==> src/rtl/memory_stream_reader.sv <==
// memory_stream_reader
// Walks a contiguous, wrap-around address range of a dual-port memory through
// its combinational read port and presents the words as a valid/ready stream.
// A start command latches the base address and word count. Full throughput is
// one word per cycle, and the output holds steady while the consumer stalls.

module memory_stream_reader #(
    parameter int DEPTH    = 16,
    parameter int BIT_SIZE = 16,
    localparam int AW      = $clog2(DEPTH),
    localparam int LW      = AW + 1
) (
    input  logic                clk,
    input  logic                rst,
    input  logic                start,
    input  logic [AW-1:0]       base_addr,
    input  logic [LW-1:0]       length,
    output logic                busy,
    output logic                done,
    output logic [AW-1:0]       mem_read_addr,
    input  logic [BIT_SIZE-1:0] mem_data,
    output logic [BIT_SIZE-1:0] out_data,
    output logic                out_valid,
    input  logic                out_ready,
    output logic                out_last
);

    typedef enum logic {
        IDLE,
        STREAM
    } state_t;

    state_t              r_state;
    state_t              w_nextState;

    logic [AW-1:0]       r_addr;
    logic [LW-1:0]       r_remaining;
    logic [BIT_SIZE-1:0] r_outData;
    logic                r_outValid;
    logic                r_outLast;
    logic                r_done;

    logic                w_accept;
    logic                w_zeroStart;
    logic                w_load;
    logic                w_drain;
    logic [AW-1:0]       w_addrNext;

    // State register; reset abandons any burst in flight.
    always_ff @(posedge clk) begin
        if (rst) begin
            r_state <= IDLE;
        end else begin
            r_state <= w_nextState;
        end
    end

    // Next-state logic: decode start commands in IDLE.
    // In STREAM, fetch a word whenever the output slot is free and words remain.
    // Return to IDLE once the final word has been taken by the consumer.
    always_comb begin
        w_nextState = r_state;
        w_accept    = 1'b0;
        w_zeroStart = 1'b0;
        w_load      = 1'b0;
        w_drain     = 1'b0;
        case (r_state)
            IDLE: begin
                if (start) begin
                    if (length != '0) begin
                        w_accept    = 1'b1;
                        w_nextState = STREAM;
                    end else begin
                        w_zeroStart = 1'b1;
                    end
                end
            end
            STREAM: begin
                if ((r_remaining != '0) && (!r_outValid || out_ready)) begin
                    w_load = 1'b1;
                end
                if ((r_remaining == '0) && r_outValid && out_ready) begin
                    w_drain     = 1'b1;
                    w_nextState = IDLE;
                end
            end
            default: begin
                w_nextState = IDLE;
            end
        endcase
    end

    // Address increment wraps at the last word so non-power-of-two depths work.
    always_comb begin
        w_addrNext = (r_addr == AW'(DEPTH - 1)) ? '0 : r_addr + AW'(1);
    end

    // Datapath: latch burst parameters on start, load the output register
    // from the memory read port, and clear the stream once the burst drains.
    // A zero-length start or a drain produces the single-cycle done pulse.
    always_ff @(posedge clk) begin
        if (rst) begin
            r_addr      <= '0;
            r_remaining <= '0;
            r_outData   <= '0;
            r_outValid  <= 1'b0;
            r_outLast   <= 1'b0;
            r_done      <= 1'b0;
        end else begin
            r_done <= w_zeroStart | w_drain;
            if (w_accept) begin
                r_addr      <= base_addr;
                r_remaining <= length;
            end
            if (w_load) begin
                r_outData   <= mem_data;
                r_outValid  <= 1'b1;
                r_outLast   <= (r_remaining == LW'(1));
                r_remaining <= r_remaining - LW'(1);
                r_addr      <= w_addrNext;
            end
            if (w_drain) begin
                r_outValid <= 1'b0;
                r_outLast  <= 1'b0;
            end
        end
    end

    assign busy          = (r_state != IDLE);
    assign done          = r_done;
    assign mem_read_addr = r_addr;
    assign out_data      = r_outData;
    assign out_valid     = r_outValid;
    assign out_last      = r_outLast;

endmodule

==> config.mk <==
export PLATFORM = sky130hd
export DESIGN_NAME = memory_stream_reader
export DESIGN_NICKNAME = d
export VERILOG_FILES = /design/src/rtl/memory_stream_reader.sv
export SDC_FILE = /design/constraint.sdc
export NUM_CORES = 1
export LEC_CHECK = 0
export ABC_AREA = 1
export BUFFER_PORTS_ARGS = -buffer_cell sky130_fd_sc_hd__buf_2
export CELL_PAD_IN_SITES_DETAIL_PLACEMENT = 1
export CELL_PAD_IN_SITES_GLOBAL_PLACEMENT = 1
export CORE_MARGIN = 3
export CORE_UTILIZATION = 33
export CTS_CLUSTER_DIAMETER = 50
export DETAILED_ROUTE_END_ITERATION = 12
export PLACE_DENSITY_LB_ADDON = 0.1
export SLEW_MARGIN = 20
export SYNTH_ARGS = -nofsm -noshare
export SYNTH_HDL_FRONTEND = slang
export SYNTH_SLANG_ARGS = --single-unit
==> constraint.sdc <==
create_clock -name clk -period 1.6 [get_ports clk]
set_input_delay 0.16 -clock clk [delete_from_list [all_inputs] [get_ports clk]]
set_output_delay 0.16 -clock clk [all_outputs]
set_load 0.02 [all_outputs]
==> impl_metrics.py <==
metrics = {
    "clock_tree": {
        "cts.sinks": 29,
        "clkTransAtPathRegs_ns": 0.06,
        "ctsHoldBuffers": 0,
        "cts_tree": "yes",
        "clock_latency_ns": 0.28,
        "htreeDepth": 2,
        "cts_root_buffer": "clkbuf_8",
        "cts.path.max_buffers": 2,
        "cts_made_buffers": 5,
    },
    "drt": {
        "wl_met3_um": 202,
        "viasPerCell": 4.54,
        "drt-met1-wl_um": 1840,
        "wl_per_cell_um": 12.2,
        "top_layer": "met4",
        "drt_pass1_iterations": 4,
        "drtIter0Drc": 47,
        "vias": 1404,
        "drtAntennaViolNets": 0,
        "drc": 0,
        "wirelength_um": 3760,
        "met2_length_um": 1660,
    },
    "yosys": {
        "yosysWarnings": 0,
        "synth_edf_count": 0,
        "avgSynthCellArea_um2": 7.16,
        "synth_cells": 198,
        "synth-seq-cells": 29,
        "synth_top_flop_cell": "dfxtp_1",
        "synth_seq_area_share_pct": 41.0,
        "syn-cell-area_um2": 1420,
        "syn_nets": 231,
        "synthArstFlopShare_pct": 0,
        "synthDistinctLibCells": 23,
    },
    "pwr": {
        "vdd_ir_drop_max_v": 0.000557,
        "power_leakage_nw": 0.962,
        "powerDensity_nw_per_um2": 1190,
    },
    "setup_path": {
        "path_class": "register to register",
        "path_max_fanout": 12,
        "start_kind": "register",
        "arrival_ns": 1.68,
        "timing.rr.start": "r_remaining[0]",
        "critPathRequiredTime_ns": 1.82,
        "worstSetupStartpoint": "r_remaining[0]",
        "cp-end-kind": "register",
    },
    "sta": {
        "worst_slew_pin_slew_ns": 0.276,
        "layout_setup_ws_ns": 0.138,
        "fin_crit_ns": 1.46,
        "fmax_ghz": 0.684,
        "skew_ns": 0.00275,
        "drv_slew": 0,
        "fin_setup_tns_ns": 0,
        "finalHoldViolCount": 0,
        "rsz0062_at_grt": "false",
        "relSlewSlack_pct": 81.6,
        "period_share_pct": 91.4,
        "setup_violations": 0,
    },
    "global_routing": {
        "grt_pass1_wl_um": 6380,
        "grt_pass1_vias": 1389,
        "antenna_found_initial": 0,
        "gr-total-overflow": 0,
        "grt_usage_pct": 15.8,
        "grt_max_degree": 22,
    },
    "status": {
        "status": "finished, final reports clean",
    },
    "placement": {
        "pre_cts_slack_ns": 0.0728,
        "place_congestion": 0.810,
        "place_hpwl_um": 2910,
        "dpl_cell_area_um2": 1730,
        "io_buffers": 52,
        "place_inst": 298,
    },
    "floorplanning": {
        "start_util_pct": 34.7,
        "die_area_um2": 5120,
        "core_area_um2": 4090,
        "io_pins": 53,
        "die_w_um": 71.5,
        "row_count": 23,
        "die_h_um": 71.5,
    },
    "cells_and_area": {
        "nFillCells": 564,
        "diodes": 0,
        "nNetsFinal": 291,
        "final_area_um2": 1860,
        "area_growth_pct": 31.2,
        "final_layout_size_suffix_gt1_share_pct": 32.0,
        "fin_cells": 309,
    },
    "min_path": {
        "hold_class": "input port to register",
        "hp-start": "mem_data[9]",
    },
    "flow_run": {
        "drv_cap": 0,
    },
}
Yosys cell counts (2+ instances only):
master,instances,share of area (%)
a21oi_1,3,1.1
buf_6,4,3.2
clkbuf_1,2,0.53
dfxtp_1,29,41
ha_1,4,3.5
inv_1,12,3.2
inv_2,3,0.79
nand2_1,34,9.0
nand2_2,2,0.88
nand3_1,11,3.9
nand3_2,2,1.4
nand4_1,2,0.88
nor2_1,59,16
nor2_2,2,0.88
nor2_4,2,1.6
o21ai_1,19,6.7
xor2_1,2,1.2
per-layer routing:
layer / track usage [%] / vias to the layer above
li1: - / 741
met3: 3.65 / 8
met2: 24.6 / 33
met4: 5.64 / 0
met5: 0 / -
met1: 21.3 / 622
layout make-up:
class | instances | area [µm²] | area share (%)
multi-input combinational | 147 | 726 | 39.0
sequential | 29 | 581 | 31.2
timing repair buffer | 60 | 333 | 17.9
clock buffer | 7 | 96.3 | 5.18
tap | 50 | 62.6 | 3.36
inverter | 15 | 56.3 | 3.03
clock inverter | 1 | 5.00 | 0.269
cell usage in the layout, fill, tap and decap left out, types with 4 or more instances in the layout:
master    count
dfxtp_1      29
buf_2        52
nand3_1      11
ha_1          4
inv_1        12
nor2_1       59
nand2_1      34
o21ai_1      19
buf_4         7
clkbuf_8      7
cell families (layout without fill, tap and decap cells):
logic type / after synthesis / after routing / synth area share [%]
AO/OA/AOI/OAI: 25 / 25 / 9.71
XOR/XNOR: 2 / 2 / 1.24
buffers and inverters: 22 / 83 / 8.21
AND/OR/NAND/NOR: 116 / 116 / 36.4
adder cells (fa/ha/maj): 4 / 4 / 3.53
flip-flops: 29 / 29 / 41.0
sequential cells by signal, summed over array words and instances (netlist names):
name	count
done	1
busy	1
out_data	16
out_last	1
out_valid	1
r_remaining	5
mem_read_addr	4
stage by stage:
step / hold slack (ns) / power [mW] / utilization [%]
finish: 0.115 / 2.21 / 45.5
global route: 0.121 / 2.39 / 45.5
CTS: 0.106 / 2.25 / 44.8
detailed placement: 0.404 / 1.56 / 42.3
global placement: 0.398 / 1.56 / 42.3
floorplan: 0.229 / 1.37 / -
path summary, 6_finish.rpt:
check	to	slack [ns]	depth (start not counted)
setup / recovery	out_last	0.14	8
hold / removal	out_data[9]	0.11	3
setup reg to reg	out_last	0.14	8
hold reg to reg	out_data[3]	0.47	2
worst max-delay path: stages (launching register included):
cell and delay, ns:
dfxtp_1 0.37, inv_1 0.11, ha_1 0.23, nand2_1 0.11, nor2_4 0.06, nor2_8 0.21, buf_4 0.15, nand3_2 0.06
a21oi_2 0.10
power breakdown:
part | internal (mW) | leakage [nW] | total [mW] | switching (mW)
sequential | 0.813 | 0.239 | 0.881 | 0.0677
clock | 0.388 | 0.0542 | 0.661 | 0.273
combinational | 0.259 | 0.669 | 0.670 | 0.411
repair_timing:
action	CTS	global route
buffers inserted	0	3
endpoints found under the setup margin	0	5
gates resized for setup	0	1
(Power assumes the default switching activity.)
